$ cat src/rtl/lbdr_route_unit.sv
// LBDR route unit: routes a packet from its HEADER flit and holds a one-hot request until TAIL.
// Optional build macro LBDR_ADAPTIVE_EN selects toggle-based choice between two candidates.
module lbdr_route_unit #(
   parameter int unsigned COORD_W = 2,
   parameter logic [7:0]  RXY_RST = 8'h3C,
   parameter logic [3:0]  CX_RST  = 4'hF,
   parameter int unsigned CUR_RST = 5,
   parameter int unsigned CNT_W   = 16,
   localparam int unsigned ADDR_W = 2 * COORD_W
) (
   input  logic              clk,
   input  logic              rst,
   input  logic              cfg_we,
   input  logic [7:0]        cfg_rxy,
   input  logic [3:0]        cfg_cx,
   input  logic [ADDR_W-1:0] cfg_cur,
   input  logic              flit_valid,
   input  logic [2:0]        flit_id,
   input  logic [ADDR_W-1:0] dst_addr,
   output logic              flit_ready,
   output logic [4:0]        req,
   input  logic              grant,
   output logic              route_err,
   output logic [CNT_W-1:0]  pkt_cnt
);

   localparam logic [2:0] HEADER = 3'b001;
   localparam logic [2:0] TAIL   = 3'b100;

   typedef enum logic [1:0] {IDLE, ACTIVE, DROP} state_t;

   state_t            state;
   logic [7:0]        rxy;
   logic [3:0]        cx;
   logic [ADDR_W-1:0] cur;
   logic              err_q;
`ifdef LBDR_ADAPTIVE_EN
   logic              toggle;
`endif

   logic [COORD_W-1:0] x_dst, y_dst, x_cur, y_cur;
   logic               go_n, go_e, go_w, go_s;
   logic [4:0]         cand;
   logic [4:0]         sel;
   logic               is_header, is_tail;

   assign x_dst = dst_addr[COORD_W-1:0];
   assign y_dst = dst_addr[ADDR_W-1:COORD_W];
   assign x_cur = cur[COORD_W-1:0];
   assign y_cur = cur[ADDR_W-1:COORD_W];

   assign go_n = (y_dst < y_cur);
   assign go_s = (y_dst > y_cur);
   assign go_e = (x_dst > x_cur);
   assign go_w = (x_dst < x_cur);

   // rxy = {Rsw,Rse,Rws,Rwn,Res,Ren,Rnw,Rne}, cx = {Cs,Cw,Ce,Cn}
   assign cand[0] = ((go_n & ~go_e & ~go_w) | (go_n & go_e & rxy[0]) | (go_n & go_w & rxy[1])) & cx[0];
   assign cand[1] = ((go_e & ~go_n & ~go_s) | (go_e & go_n & rxy[2]) | (go_e & go_s & rxy[3])) & cx[1];
   assign cand[2] = ((go_w & ~go_n & ~go_s) | (go_w & go_n & rxy[4]) | (go_w & go_s & rxy[5])) & cx[2];
   assign cand[3] = ((go_s & ~go_e & ~go_w) | (go_s & go_e & rxy[6]) | (go_s & go_w & rxy[7])) & cx[3];
   assign cand[4] = ~go_n & ~go_e & ~go_w & ~go_s;

`ifdef LBDR_ADAPTIVE_EN
   // Candidates never exceed two, so "second in N,E,W,S order" is the higher set bit.
   function automatic logic [4:0] select_port(input logic [4:0] c, input logic tog);
      logic [4:0] low;
      low = c & (~c + 5'd1);
      if (tog && ($countones(c) == 2)) return c & ~low;
      return low;
   endfunction

   assign sel = select_port(cand, toggle);
`else
   function automatic logic [4:0] select_port(input logic [4:0] c);
      if (c[0])      return 5'b00001;
      else if (c[1]) return 5'b00010;
      else if (c[2]) return 5'b00100;
      else if (c[3]) return 5'b01000;
      else if (c[4]) return 5'b10000;
      return 5'b00000;
   endfunction

   assign sel = select_port(cand);
`endif

   assign is_header = (flit_id == HEADER);
   assign is_tail   = (flit_id == TAIL);

   always_comb begin
      flit_ready = 1'b0;
      unique case (state)
         IDLE:    flit_ready = flit_valid & ~is_header;
         ACTIVE:  flit_ready = flit_valid & grant;
         DROP:    flit_ready = 1'b1;
         default: flit_ready = 1'b0;
      endcase
   end

   // Orphan flits report in their own handshake cycle; unroutable headers one cycle later.
   assign route_err = err_q | ((state == IDLE) & flit_valid & ~is_header);

   always_ff @(posedge clk) begin
      if (rst) begin
         state   <= IDLE;
         req     <= '0;
         err_q   <= 1'b0;
         pkt_cnt <= '0;
         rxy     <= RXY_RST;
         cx      <= CX_RST;
         cur     <= CUR_RST[ADDR_W-1:0];
`ifdef LBDR_ADAPTIVE_EN
         toggle  <= 1'b0;
`endif
      end else begin
         err_q <= 1'b0;
         if (cfg_we) begin
            rxy <= cfg_rxy;
            cx  <= cfg_cx;
            cur <= cfg_cur;
         end
         unique case (state)
            IDLE: begin
               if (flit_valid && is_header) begin
                  if (|cand) begin
                     req   <= sel;
                     state <= ACTIVE;
`ifdef LBDR_ADAPTIVE_EN
                     toggle <= ~toggle;
`endif
                  end else begin
                     err_q <= 1'b1;
                     state <= DROP;
                  end
               end
            end
            ACTIVE: begin
               if (flit_valid && grant && is_tail) begin
                  req   <= '0;
                  state <= IDLE;
                  if (pkt_cnt != '1) pkt_cnt <= pkt_cnt + 1'b1;
               end
            end
            DROP: begin
               if (flit_valid && is_tail) state <= IDLE;
            end
            default: state <= IDLE;
         endcase
      end
   end

endmodule

$ cat config.mk
export PLATFORM = sky130hd
export DESIGN_NAME = lbdr_route_unit
export DESIGN_NICKNAME = d
export VERILOG_FILES = /design/src/rtl/lbdr_route_unit.sv
export SDC_FILE = /design/constraint.sdc
export NUM_CORES = 1
export LEC_CHECK = 0
export BUFFER_PORTS_ARGS = -buffer_cell sky130_fd_sc_hd__buf_2
export CAP_MARGIN = 20
export CORE_MARGIN = 1
export CORE_UTILIZATION = 45
export CTS_CLUSTER_SIZE = 14
export DETAILED_ROUTE_END_ITERATION = 12
export PLACE_DENSITY = 0.71
export SLEW_MARGIN = 20
export SYNTH_ARGS = -nofsm -noshare
export SYNTH_HDL_FRONTEND = slang
export SYNTH_SLANG_ARGS = --single-unit
$ cat constraint.sdc
create_clock -name clk -period 3.4 [get_ports clk]
set_clock_uncertainty 0.1 [all_clocks]
set_input_delay 0.17 -clock clk [delete_from_list [all_inputs] [get_ports clk]]
set_output_delay 0.17 -clock clk [all_outputs]
set_load 0.03 [all_outputs]
Word-level counts from Yosys, hierarchy flattened
Index checks and enable logic that the tools add are counted.
{"block": "word_totals", "output_inout_bits": 23, "wordCells": 101, "ff_bits": 40, "input_bits": 28}
{"block": "op_classes", "reduce_logical": 11, "addsub": 1, "eq_ne": 9, "bitwise_logic": 47, "muxes": 22, "order_cmp": 4}
{"operator": "5-bit two-way mux", "n": 9}
{"operator": "1-bit AND", "n": 31}
{"operator": "16-bit by 1-bit adder with 16-bit output (second input constant)", "n": 1}
{"operator": "16-bit inequality test (second input constant)", "n": 1}
{"operator": "5-bit one-hot mux with 2 select lines", "n": 1}
{"operator": "1-bit OR", "n": 9}
{"operator": "2-bit two-way mux", "n": 4}
{"operator": "1-bit NOT", "n": 7}
{"operator": "1-bit two-way mux", "n": 6}
{"operator": "2-bit one-hot mux with 3 select lines", "n": 1}
{"operator": "3-bit AND reduction", "n": 2}
{"operator": "5-bit OR reduction", "n": 1}
{"operator": "2-bit > comparator", "n": 2}
{"operator": "1-bit logical AND", "n": 4}
{"operator": "2-bit less-than comparator", "n": 2}
{"operator": "2-bit by 1-bit inequality test with 1-bit output (second input constant)", "n": 2}
{"operator": "2-bit inequality test (second input constant)", "n": 2}
{"operator": "4-bit AND reduction", "n": 1}
{"operator": "3-bit by 1-bit == test with 1-bit output (second input constant)", "n": 1}
{"operator": "3-bit == test (second input constant)", "n": 1}
{"operator": "1-bit one-hot mux with 3 select lines", "n": 1}
{"operator": "3-bit OR reduction", "n": 1}
{"operator": "2-bit by 1-bit == test with 1-bit output (second input constant)", "n": 1}
{"operator": "2-bit == test (second input constant)", "n": 1}
{"operator": "other kinds (2)", "n": 2}

Depth between registers and ports, before layout
{"block": "depth", "ltp_word": 15, "ltp_mapped": 8, "depth_no_buf": 8}

Worst setup path after synthesis
No wires, ideal clock.
{"block": "synth_timing", "kind": "register to register", "start": "reg cur[1]", "end": "reg req[0]", "setup_ps": 121, "synth_period_minus_slack_ps": 2324, "path_stages_with_launch": 9, "required_ps": 3179, "arrival_ps": 2103, "path_slack_ps": 1076, "path_cell_list": "dfxtp_1 inv_1 ha_1 nor2b_4 or3_4 a41oi_2 nand4_4 o32ai_4 mux2_4"}
{"block": "synth_between", "elab_chain_cells": 15, "elab_cells_between_ends": 55, "classes_between": "2 x order compare; 1 x eq/ne; 13 x mux; 37 x bitwise; 2 x reduce/logical"}
{"item": "start: declaration", "line": "35", "rtl": "logic [ADDR_W-1:0] cur;"}
{"item": "start signal: assignment", "line": "111", "rtl": "cur <= CUR_RST[ADDR_W-1:0];"}
{"item": "start signal: assignment", "line": "120", "rtl": "cur <= cfg_cur;"}
{"item": "2-bit > comparator", "line": "54", "rtl": "assign go_e = (x_dst > x_cur);"}
{"item": "1-bit NOT", "line": "58, 61, 62"}
{"item": "1-bit AND (2 in series)", "line": "61", "rtl": "assign cand[3] = ((go_s & ~go_e & ~go_w) | (go_s & go_e & rxy[6]) | (go_s & go_w & rxy[7])) & cx[3];"}
{"item": "1-bit OR (2 in series)", "line": "61"}
{"item": "1-bit AND", "line": "61"}
{"item": "5-bit two-way mux or 1-bit two-way mux (tied branches)", "line": "79", "rtl": "else if (c[3]) return 5'b01000;"}
{"item": "5-bit two-way mux or 1-bit two-way mux (tied branches)", "line": "78", "rtl": "else if (c[2]) return 5'b00100;"}
{"item": "5-bit two-way mux or 1-bit two-way mux (tied branches)", "line": "77", "rtl": "else if (c[1]) return 5'b00010;"}
{"item": "5-bit two-way mux or 1-bit two-way mux (tied branches)", "line": "76", "rtl": "if (c[0]) return 5'b00001;"}
{"item": "5-bit two-way mux", "line": "81", "rtl": "return 5'b00000;"}
{"item": "5-bit two-way mux", "line": "125", "rtl": "if (|cand) begin"}
{"item": "5-bit two-way mux", "line": "124", "rtl": "if (flit_valid && is_header) begin"}
{"item": "5-bit one-hot mux with 2 select lines", "line": "122", "rtl": "unique case (state)"}
{"item": "end signal: assignment", "line": "126", "rtl": "req <= sel;"}
{"item": "end: declaration", "line": "21", "rtl": "output logic [4:0] req,"}
Several ways; a longest one is shown, not always the timed one. The select of a mux whose other input is x is not followed.
A chain may end at the register's enable or synchronous reset.

Worst setup path after layout
Ends and elaborated chain as after synthesis.

==> metrics.yaml <==
status:
  outcome: "finished clean"
global_routing:
  grt_start_max_net_pins: 30
  grt.met1_usage_pct: 22.9
  gr-total-overflow: 0
  antenna_found_initial: 0
  track_usage_pct: 19.3
  grt-busiest-layer: "met2"
  first_global_vias: 1518
  grtUsageMet2_pct: 32.5
  grt.met3_usage_pct: 5.00
  grt_first_pass_wirelength_um: 6600
setup_path:
  cp.required_ns: 3.49
  rr_startpoint: "cur[1]"
  reg2reg_to: "req[0]"
  critPathKind: "reg2reg"
  crit_path_end: "req[0]"
  cp-end-kind: "flip-flop"
  r2r_slack_ns: 0.96
  worst_ep_arrival_time_ns: 2.54
  reg2reg_depth: 8
  cp_max_fo: 5
  worstSetupStartpointType: "flip-flop"
  crit_start: "cur[1]"
placement:
  place.detailed.hpwl_um: 2940
  io_buffers: 50
  placed_area_um2: 2260
  gp_congestion: 0.783
route:
  first_pass_iters: 4
  totalWireLength_um: 4180
  viasPerCell: 5.27
  drtIter0Drc: 60
  wl_per_cell_um: 12.8
  vias: 1712
  ant_nets: 0
  drc: 0
synthesis:
  ys_seq_area_share_pct: 40.6
  syn_inst: 217
  yosys.area.top_type_share_pct: 40.6
  synth_edf_count: 0
  netlist_area_um2: 1970
  avgSynthCellArea_um2: 9.10
  ys.flop_type: "dfxtp_1"
  synth_cell_type_count: 44
  synth_nets: 250
  synth-seq-cells: 40
  synth_area_leaders: "dfxtp_1 41%, mux2i_1 9.6%, nor2_1 5.9%"
  yosysWarnings: 0
  synthArstFlopShare_pct: 0
  synth.largest_area_cell: "dfxtp_1"
floorplan:
  fp.dieH_um: 68.2
  coreArea_um2: 4120
  die-area_um2: 4660
  start_util_pct: 48.0
  io_pins: 51
  placementRows: 23
  fp.dieW_um: 68.2
hold_path:
  worst_hold_path_type: "in2reg"
cells_and_area:
  final_cell_area_um2: 2420
  layout.nets: 307
  diodes: 0
  fin_util_pct: 58.9
  drive_above_1_share_pct: 25.8
  nFillCells: 392
  area_growth_pct: 22.7
clock_tree:
  root_buffer: "clkbuf_8"
  clk_path_buf_depth: 2
  cts_tree: "built"
  numCtsBuffers: 5
  postCtsResizedCells: 0
  htree_levels: 2
  post_cts_buffers: 0
  cts_sinks: 40
  cts_hold_buf: 7
  clkLatencyLatePin_ns: 0.30
  clkSlewWorstSetupHoldPaths_ns: 0.08
power:
  max-vdd-ir-drop_mv: 0.264
  power.total_uw: 956
  powerDensity_nw_per_um2: 395
  leakagePower_nw: 1.09
timing:
  finalSetupTns_ns: 0
  fmax_mhz: 409
  rsz0062_at_grt: "false"
  drv_slew: 0
  finalCritPeriodShare_pct: 71.9
  relSlewSlack_pct: 56.5
  period_minus_slack_ns: 2.44
  worst_pin_slew_ns: 0.651
  finalHoldViolations: 0
  setup_viol: 0
flow_run:
  cap_violations: 0
[power by group]
part / leakage, nW / total, mW / internal, mW / switching (mW)
clock network: 0.0510 / 0.326 / 0.162 / 0.164
registers: 0.326 / 0.491 / 0.481 / 0.00994
logic: 0.715 / 0.139 / 0.0646 / 0.0746
total: 1.09 / 0.956 / 0.708 / 0.249
[metal layers]
layer / routed length, µm / vias to the layer above
li1: - / 874
met1: 1960 / 800
met2: 2000 / 32
met3: 156 / 6
met4: 61 / 0
met5: 0 / -
[state kept, by name, summed over array words and instances, names as in the netlist]
| name | cells |
|---|---|
| rxy | 8 |
| cx | 4 |
| req | 5 |
| state | 2 |
| err_q | 1 |
| cur | 4 |
| pkt_cnt | 16 |
[worst min path at each step]
stage / from / endpoint / slack, ns / cells after the start
2_1_floorplan: cfg_cx[3] / cx[3] / 0.20 / 2
3_3_place_gp: cfg_rxy[2] / rxy[2] / 0.29 / 3
3_5_place_dp: cfg_cx[3] / cx[3] / 0.29 / 3
4_1_cts: cfg_cx[0] / cx[0] / 0.0000001 / 3
5_1_grt: cfg_cx[0] / cx[0] / 0.01 / 3
6_report: cfg_cx[0] / cx[0] / 0.005 / 3
[per-stage QoR]
step | hold slack [ns] | setup WS, ns | cells
floorplan | 0.198 | 1.08 | 217
CTS | 0.000000111 | 0.939 | 325
global placement | 0.286 | 1.00 | 310
global route | 0.0139 | 0.790 | 325
detailed placement | 0.290 | 0.964 | 310
finish | 0.00472 | 0.956 | 325
[cells by family (layout without fill, tap and decap cells)]
logic type | count (synthesis) | count (layout) | share of synthesized area, %
simple gates | 105 | 105 | 27.4
flops | 40 | 40 | 40.6
compound gates | 23 | 23 | 10.8
mux | 20 | 20 | 10.4
xor+xnor | 12 | 12 | 5.32
buf+inv | 12 | 70 | 2.34
fa+ha+maj | 5 | 5 | 3.17
[synth_stat cells (2+ instances only)]
library cell and count:
ha_1 5, nor2_1 31, nand2_1 25, xor2_1 11, mux2i_1 19, a31o_2 4
o21ai_0 5, and2_1 2, buf_1 2, a21oi_1 4, nand3_1 9, and3_1 4
nand4_1 6, nor3_1 6, inv_1 5, or4_1 2, dfxtp_1 40, or3_1 2
nor3b_1 2, nor2b_1 6, clkbuf_1 4
[critical path: stages, from the launching register on]
cell and delay (ns):
dfxtp_1 0.34, inv_1 0.05, ha_1 0.30, nor2b_4 0.15
or3_4 0.33, a41oi_2 0.23, nand4_4 0.16, o32ai_4 0.36
mux2_4 0.33
[area by class of cell]
| cell class | instances | area, µm² | share of cell area (%) |
|---|---|---|---|
| Multi-Input combinational cell | 165 | 1130 | 46.5 |
| Sequential cell | 40 | 801 | 33.1 |
| Timing Repair Buffer | 57 | 320 | 13.2 |
| Clock buffer | 6 | 82.6 | 3.41 |
| Tap cell | 50 | 62.6 | 2.58 |
| Inverter | 5 | 18.8 | 0.775 |
| Clock inverter | 2 | 10.0 | 0.413 |
[layout by cell type, fill, tap and decap left out, drive strengths merged, types with 2 or more instances in the layout]
| cell type | count |
|---|---|
| a21oi | 4 |
| a31o | 4 |
| and2 | 2 |
| and3 | 4 |
| buf | 50 |
| clkbuf | 6 |
| clkinv | 2 |
| dfxtp | 40 |
| dlygate4sd3 | 7 |
| ha | 5 |
| inv | 5 |
| mux2i | 19 |
| nand2 | 25 |
| nand3 | 9 |
| nand4 | 7 |
| nor2 | 31 |
| nor2b | 7 |
| nor3 | 6 |
| nor3b | 2 |
| o2111ai | 2 |
| o21ai | 5 |
| or3 | 3 |
| or4 | 2 |
| xor2 | 11 |
No activity file was read; power rests on OpenSTA's default activity.
